`config.mk`:
```
export PLATFORM = sky130hd
export DESIGN_NAME = booth_mul_issue_ctrl
export DESIGN_NICKNAME = d
export VERILOG_FILES = /design/src/rtl/booth_mul_issue_ctrl.sv
export SDC_FILE = /design/constraint.sdc
export NUM_CORES = 1
export LEC_CHECK = 0
export BUFFER_PORTS_ARGS = -buffer_cell sky130_fd_sc_hd__buf_2
export CORE_AREA = 2 2 174 176
export DETAILED_ROUTE_END_ITERATION = 8
export DIE_AREA = 0 0 176 178
export PLACE_DENSITY = 0.78
export SETUP_SLACK_MARGIN = 0.05
export SKIP_LAST_GASP = 1
export SYNTH_ARGS = -nofsm -noshare
export SYNTH_HDL_FRONTEND = slang
export SYNTH_SLANG_ARGS = --single-unit
```
`constraint.sdc`:
```
create_clock -name clk -period 10 [get_ports clk]
set_input_delay 2 -clock clk [delete_from_list [all_inputs] [get_ports clk]]
set_output_delay 2 -clock clk [all_outputs]
set_load 0.05 [all_outputs]
```
`src/rtl/booth_mul_issue_ctrl.sv`:
```
// Operand issue / result capture stage around a sequential radix-4 Booth multiplier.
// Optional watchdog abort of a stuck multiply: define BOOTH_ISSUE_TIMEOUT_EN.
module booth_mul_issue_ctrl #(
   parameter int FIFO_DEPTH  = 4,
   parameter int MUL_TIMEOUT = 32
) (
   input  logic        clk,
   input  logic        reset,
   input  logic        in_valid,
   output logic        in_ready,
   input  logic [31:0] in_a,
   input  logic [31:0] in_b,
   output logic [31:0] mul_a,
   output logic [31:0] mul_b,
   output logic        mul_en,
   output logic        mul_reset,
   input  logic [63:0] mul_result,
   input  logic        mul_done,
   output logic        out_valid,
   input  logic        out_ready,
   output logic [63:0] out_result,
   output logic        out_err
);

   localparam int AW = $clog2(FIFO_DEPTH);
   localparam logic [AW:0] PTR_ONE = (AW + 1)'(1);

   typedef enum logic [1:0] {IDLE, RST, RUN} state_t;

   state_t      state;
   logic [AW:0] wr_ptr;
   logic [AW:0] rd_ptr;
   logic [31:0] mem_a [FIFO_DEPTH];
   logic [31:0] mem_b [FIFO_DEPTH];
   logic        full;
   logic        empty;
   logic        push;
   logic        launch;

   // The extra pointer bit separates a full FIFO from an empty one.
   assign full     = (wr_ptr[AW] != rd_ptr[AW]) && (wr_ptr[AW-1:0] == rd_ptr[AW-1:0]);
   assign empty    = (wr_ptr == rd_ptr);
   assign in_ready = reset && !full;
   assign push     = in_valid && in_ready;
   assign launch   = (state == IDLE) && !empty && (!out_valid || out_ready);

   // NOTE: operand storage has no reset; the pointers alone define which entries are live.
   always_ff @(posedge clk) begin
      if (push) begin
         mem_a[wr_ptr[AW-1:0]] <= in_a;
         mem_b[wr_ptr[AW-1:0]] <= in_b;
      end
   end

   always_ff @(posedge clk or negedge reset) begin
      if (!reset) begin
         wr_ptr <= '0;
      end else if (push) begin
         wr_ptr <= wr_ptr + PTR_ONE;
      end
   end

`ifdef BOOTH_ISSUE_TIMEOUT_EN
   logic [15:0] timer;
`else
   assign out_err = 1'b0;
`endif

   // NOTE: all state here uses non-blocking assignments so every register sees pre-edge values.
   always_ff @(posedge clk or negedge reset) begin
      if (!reset) begin
         state      <= IDLE;
         rd_ptr     <= '0;
         mul_a      <= '0;
         mul_b      <= '0;
         mul_en     <= 1'b0;
         mul_reset  <= 1'b0;
         out_valid  <= 1'b0;
         out_result <= '0;
`ifdef BOOTH_ISSUE_TIMEOUT_EN
         out_err    <= 1'b0;
         timer      <= '0;
`endif
      end else begin
         // Drain first; a capture later in this block takes priority.
         if (out_valid && out_ready) begin
            out_valid <= 1'b0;
         end

         case (state)
            IDLE: begin
               if (launch) begin
                  mul_a     <= mem_a[rd_ptr[AW-1:0]];
                  mul_b     <= mem_b[rd_ptr[AW-1:0]];
                  rd_ptr    <= rd_ptr + PTR_ONE;
                  mul_en    <= 1'b1;
                  mul_reset <= 1'b1;
                  state     <= RST;
               end
            end

            RST: begin
               mul_reset <= 1'b0;
               state     <= RUN;
`ifdef BOOTH_ISSUE_TIMEOUT_EN
               timer     <= '0;
`endif
            end

            RUN: begin
               if (mul_done) begin
                  out_result <= mul_result;
                  out_valid  <= 1'b1;
                  mul_en     <= 1'b0;
                  state      <= IDLE;
`ifdef BOOTH_ISSUE_TIMEOUT_EN
                  out_err    <= 1'b0;
               end else if (timer == 16'(MUL_TIMEOUT - 1)) begin
                  out_result <= '0;
                  out_err    <= 1'b1;
                  out_valid  <= 1'b1;
                  mul_en     <= 1'b0;
                  state      <= IDLE;
               end else begin
                  timer <= timer + 16'd1;
`endif
               end
            end

            default: state <= IDLE;
         endcase
      end
   end

endmodule

```
==> results.py, run 1 <==
metrics = {
    "pwr": {
        "switching_share": 0.382,
        "vdd_ir_drop_max_uv": 187,
        "seqPwrFrac": 0.381,
        "p_leak_nw": 6.79,
        "p_sw_w": 0.00242,
        "intPower_w": 0.00391,
        "power_frac_comb": 0.398,
        "clkPwrFrac": 0.221,
        "p_per_area_nw_per_um2": 362,
    },
    "cts": {
        "cts.htree.levels": 2,
        "postCtsSetupBuffers": 0,
        "cts_resized": 0,
        "cts_root_buf": "clkbuf_16",
        "clk_latency_ps": 510,
        "ctsHoldBuffers": 0,
        "cts_sinks": 395,
        "cts_tree": "done",
        "clk_pin_slew_ps": 60,
        "cts_max_path_buffers": 3,
        "cts_made_buffers": 40,
    },
    "layout": {
        "drive_gt1_frac": 0.535,
        "fin_nets": 1078,
        "final_core_util": 0.596,
        "syn2layout_area_growth_pct": 20.3,
        "num-fill-cells": 2150,
    },
    "global_route": {
        "grt_overflow_total": 0,
        "grt_pass1_vias": 7441,
        "grtUsageTotal": 0.177,
        "grt_max_degree": 77,
        "grt_pass1_wl_um": 41700,
        "antenna_found_initial": 7,
    },
    "timing": {
        "finClkSkew_ps": 19.0,
        "hold_viol": 0,
        "fmaxAchievable_mhz": 194,
        "slew_viol_final": 0,
        "layout_min_cycle_time_ps": 5160,
        "min_period_over_period": 0.516,
        "worst_pin_slew_ps": 1070,
        "final-setup-viol-count": 0,
        "tns_ps": 0,
        "rsz0062_at_grt": "no",
        "relSlewSlack": 0.288,
    },
    "floorplan": {
        "rows": 63,
        "die_x_um": 176,
        "dieArea_um2": 31300,
        "die_y_um": 178,
        "start_util": 0.495,
        "core_um2": 29400,
        "pin_count": 266,
    },
    "route": {
        "drt-vias-per-instance": 5.17,
        "vias": 7047,
        "routed_wl_um": 27700,
        "ant_nets": 0,
        "route.detailed.drc": 0,
        "routedWlPerCell_um": 20.3,
        "drt-pass1-iter-count": 4,
        "drtIter0Drc": 292,
    },
    "worst_setup_path": {
        "slowest_stage": "buf_6",
        "slowest_delay_ps": 490,
        "timing.rr.start": "rd_ptr[0]",
        "ff2ff_path_depth": 3,
        "required_ps": 8000,
        "worst_r2r_endpoint": "mem_a[3][24]",
        "cp-start-kind": "primary input",
        "crit_path_cell_trace": "buf_6 > inv_1 > a31oi_1 > buf_2",
        "criticalPathCategory": "primary input to primary output",
        "cp-end-kind": "primary output",
        "path_max_fanout": 66,
        "arrival_ps": 3160,
        "r2r_slack_ps": 6870,
    },
    "synthesis": {
        "synth_fp_nets": 797,
        "avgSynthCellArea_um2": 22.1,
        "ys_types": 24,
        "ys_ff_latch": 395,
        "netlist_area_um2": 14600,
        "yosysWarnings": 0,
        "synthCells": 659,
        "synth-seq-area-share": 0.767,
    },
    "hold_path": {
        "min_to": "mul_en",
        "min_from": "mul_en",
        "worstHoldPathType": "flip-flop to flip-flop",
        "hold_path_depth": 2,
    },
    "status": {
        "status": "complete, no violations",
    },
    "placement": {
        "place.gp.congestion": 0.759,
        "port_buffers": 264,
        "hpwl_um": 17000,
    },
    "run": {
        "cap_violations": 0,
    },
}
==> state kept, by name, summed over array words and instances (netlist names) <==
signal      flops
out_valid       1
mem_b         128
mul_b          32
mul_a          32
mul_en          1
out_result     64
mul_reset       1
wr_ptr          3
rd_ptr          3
mem_a         128
state           2
==> cell type report <==
class | count | area, um2 | share of cell area
timing repair buffer | 269 | 1370 | 0.0779
sequential | 395 | 11200 | 0.638
tap | 390 | 488 | 0.0279
multi-input combinational | 230 | 3230 | 0.184
clock buffer | 63 | 1170 | 0.0667
inverter | 4 | 16.3 | 0.000929
clock inverter | 8 | 70.1 | 0.00400
antenna | 3 | 7.51 | 0.000429
==> per-stage QoR <==
step	total power [W]	hold slack (ps)	worst slack [ps]	instances	area, um2
after global routing	0.00663	495	4720	1359	17500
after detailed placement	0.00502	464	4780	1288	16300
after CTS	0.00643	478	4790	1359	17500
after global placement	0.00497	460	4810	1288	16300
final	0.00634	472	4840	1362	17500
after floorplan	0.00441	460	5170	659	14600
==> cells in the mapped netlist (all sizes together) <==
library cell,number,area share
buf,21,0.0088
and2,4,0.0017
a31oi,2,0.00086
dfrtp,139,0.24
edfxtp,256,0.53
nor2,1,0.00026
mux2,129,0.10
nand2b,3,0.0013
o21ai,2,0.00069
mux4,64,0.099
clkbuf,9,0.0023
xor2,5,0.0030
inv,4,0.0010
conb,1,0.00026
nand2,8,0.0021
ha,5,0.0043
xnor2,4,0.0024
nand3b,1,0.00052
o311ai,1,0.0011
==> placed cells by master (no fill, tap or decap), drive strengths merged, types with 3 or more instances in the layout <==
| cell type | count |
|---|---|
| clkbuf | 63 |
| clkinv | 6 |
| dfrtp | 139 |
| inv | 4 |
| diode | 3 |
| nand2b | 3 |
| mux2 | 129 |
| and2 | 4 |
| edfxtp | 256 |
| xnor2 | 4 |
| nand2 | 8 |
| mux4 | 64 |
| buf | 269 |
| ha | 5 |
| xor2 | 5 |
==> per-layer routing <==
layer,up-vias,track usage,part of all wire
li1,3166,-,-
met1,3574,0.214,0.39
met2,236,0.310,0.51
met3,61,0.0501,0.075
met4,10,0.0558,0.028
met5,-,0,0.0022
==> power groups by stage <==
| stage | Clock [W] | Sequential, W | Combinational (W) |
|---|---|---|---|
| 6_report | 0.00140 | 0.00242 | 0.00252 |
| 5_1_grt | 0.00150 | 0.00247 | 0.00266 |
| 4_1_cts | 0.00144 | 0.00243 | 0.00256 |
| 3_5_place_dp | 0 | 0.00246 | 0.00256 |
| 3_3_place_gp | 0 | 0.00244 | 0.00252 |
| 2_1_floorplan | 0 | 0.00332 | 0.00109 |
==> worst max path at each step <==
| stage | to | from | depth (start not counted) | slack, ps |
|---|---|---|---|---|
| finish | in_ready | reset | 4 | 4840 |
| floorplan | in_ready | reset | 2 | 5170 |
| detailed placement | in_ready | reset | 4 | 4780 |
| CTS | in_ready | reset | 4 | 4790 |
| global placement | in_ready | reset | 4 | 4810 |
| global route | in_ready | reset | 4 | 4720 |
==> cells by family after synthesis <==
kind of cell	count (synthesis)	synth area share
compound gates	5	0.00266
xor+xnor	9	0.00541
fa+ha+maj	5	0.00430
buf+inv	34	0.0122
flops	395	0.767
mux	193	0.203
other cells	1	0.000258
simple gates	17	0.00584
==> critical path, delay by kind of cell <==
family | cells | cell delay (ps)
AOI/OAI and AO/OA | 1 | 230
buffers and inverters | 3 | 890
Note: power is estimated with default switching activity, not from simulation.
==> inputs of run 2 (changes only) <==
Settings changed: PLACE_DENSITY 0.78 to 0.81.
Clock period 10 ns to 4.5 ns, I/O delays scaled along.
==> run 2 against run 1 <==
Worst hold slack worse by 160 ps. Clock power grew 140%. Largest cell class unchanged. Utilization increased by 0.30 points. Non-clock buffer count is 1 higher. Combinational power is 130% higher. First-iteration DRC count increased by 40%. Sequential share of layout area is 0.32 points lower. Critical path depth unchanged. Power up 130%. Design area up 0.50%.
==> results.py, run 2 (synthesis results as in run 1) <==
metrics = {
    "route": {
        "drt-vias-per-instance": 5.22,
        "vias": 7111,
        "drtIter0Drc": 409,
        "routed_wl_um": 29000,
        "routedWlPerCell_um": 21.3,
        "ant_nets": 0,
        "route.detailed.drc": 0,
        "drt-pass1-iter-count": 4,
    },
    "cts": {
        "cts_made_buffers": 39,
        "cts_tree": "done",
        "cts_max_path_buffers": 3,
        "postCtsSetupBuffers": 0,
        "cts_root_buf": "clkbuf_16",
        "ctsHoldBuffers": 0,
        "clk_pin_slew_ps": 60,
        "clk_latency_ps": 520,
        "cts_sinks": 395,
        "cts_resized": 0,
        "cts.htree.levels": 2,
    },
    "pwr": {
        "switching_share": 0.380,
        "p_sw_w": 0.00544,
        "p_per_area_nw_per_um2": 813,
        "p_leak_nw": 6.84,
        "vdd_ir_drop_max_uv": 628,
        "intPower_w": 0.00887,
        "seqPwrFrac": 0.369,
        "power_frac_comb": 0.399,
        "clkPwrFrac": 0.231,
    },
    "hold_path": {
        "worstHoldPathType": "primary input to asynchronous set/reset pin",
    },
    "placement": {
        "port_buffers": 264,
        "place.gp.congestion": 0.757,
        "pre_cts_ws_ps": 1170,
        "hpwl_um": 18100,
    },
    "floorplan": {
        "die_y_um": 178,
        "pin_count": 266,
        "core_um2": 29400,
        "start_util": 0.495,
        "rows": 63,
        "dieArea_um2": 31300,
        "die_x_um": 176,
    },
    "timing": {
        "tns_ps": 0,
        "fmaxAchievable_mhz": 362,
        "min_period_over_period": 0.614,
        "hold_viol": 0,
        "worst_pin_slew_ps": 1050,
        "final-setup-viol-count": 0,
        "slew_viol_final": 0,
        "rsz0062_at_grt": "no",
        "relSlewSlack": 0.298,
        "setup_ws_ps": 1740,
        "layout_min_cycle_time_ps": 2760,
        "finClkSkew_ps": 12.0,
    },
    "layout": {
        "layout_commonest_cell": "buf_2",
        "num-fill-cells": 2127,
        "fin_nets": 1078,
        "mostFrequentLayoutCells": "buf_2, edfxtp_1, dfrtp_1, mux2_2, mux4_2",
        "drive_gt1_frac": 0.538,
        "syn2layout_area_growth_pct": 20.9,
    },
    "global_route": {
        "antenna_found_initial": 6,
        "grt_overflow_total": 0,
        "grt_pass1_vias": 7376,
        "grt_pass1_wl_um": 43100,
        "grt_max_degree": 69,
        "grtUsageTotal": 0.183,
    },
    "worst_setup_path": {
        "cp-end-kind": "flip-flop",
        "slowest_delay_ps": 950,
        "required_ps": 4630,
        "slowest_stage": "and2_4",
        "criticalPathCategory": "primary input to flip-flop",
        "cp-start-kind": "primary input",
        "crit_path_cell_trace": "buf_6 > nand2_1 > a31oi_1 > and2_4",
        "r2r_slack_ps": 1740,
        "path_max_fanout": 65,
        "arrival_ps": 2890,
    },
    "run": {
        "cap_violations": 0,
    },
    "status": {
        "status": "complete, no violations",
    },
}
[run 2: final timing paths]
| check | startpoint | endpoint | depth (start not counted) |
|---|---|---|---|
| setup / recovery | reset | mem_a[3][26] | 4 |
| hold / removal | reset | rd_ptr[0] | 1 |
| setup reg to reg | rd_ptr[0] | mul_b[3] | 4 |
| hold reg to reg | mul_a[24] | mul_a[24] | 1 |
| max in group asynchronous | reset | mul_b[16] | 3 |
| min in group clk | mul_a[24] | mul_a[24] | 1 |
[run 2: through the flow]
step / area, um2 / hold slack, ps / std cells / util / total power, W
global placement: 16300 / 461 / 1289 / 0.554 / 0.0111
CTS: 17600 / 309 / 1360 / 0.599 / 0.0145
finish: 17600 / 312 / 1361 / 0.599 / 0.0143
global route: 17600 / 329 / 1360 / 0.599 / 0.0149
floorplan: 14600 / 460 / 659 / - / 0.00980
detailed placement: 16300 / 474 / 1289 / 0.554 / 0.0112
[run 2: routing by layer]
layer / routed length [um] / up-vias / GRT usage
li1: - / 3159 / -
met1: 11400 / 3585 / 0.225
met2: 14600 / 289 / 0.321
met3: 2240 / 68 / 0.0507
met4: 684 / 10 / 0.0527
met5: 65 / - / 0
[run 2: worst max-delay path, delay by kind of cell]
| family | cells | cell delay, ps |
|---|---|---|
| AOI/OAI and AO/OA | 1 | 510 |
| and+or+nand+nor | 2 | 1060 |
| buffers and inverters | 1 | 310 |
[run 2: final cells by class]
cell class              instances  area [um2]  area share
multi-input cells             230        3230       0.183
repair buffers                270        1370      0.0780
well taps                     390         488      0.0277
clock inverters                14         165     0.00938
inverters                       4        17.5    0.000995
flip-flops and latches        395       11200       0.635
diodes                          1        2.50    0.000142
clock buffers                  57        1160      0.0657
[run 2: power by group through the flow]
stage          registers [W]  clock network [W]  logic [W]
6_report             0.00529            0.00331    0.00571
5_1_grt              0.00538            0.00352    0.00602
4_1_cts              0.00530            0.00338    0.00582
3_5_place_dp         0.00537                  0    0.00580
3_3_place_gp         0.00532                  0    0.00573
2_1_floorplan        0.00739                  0    0.00242
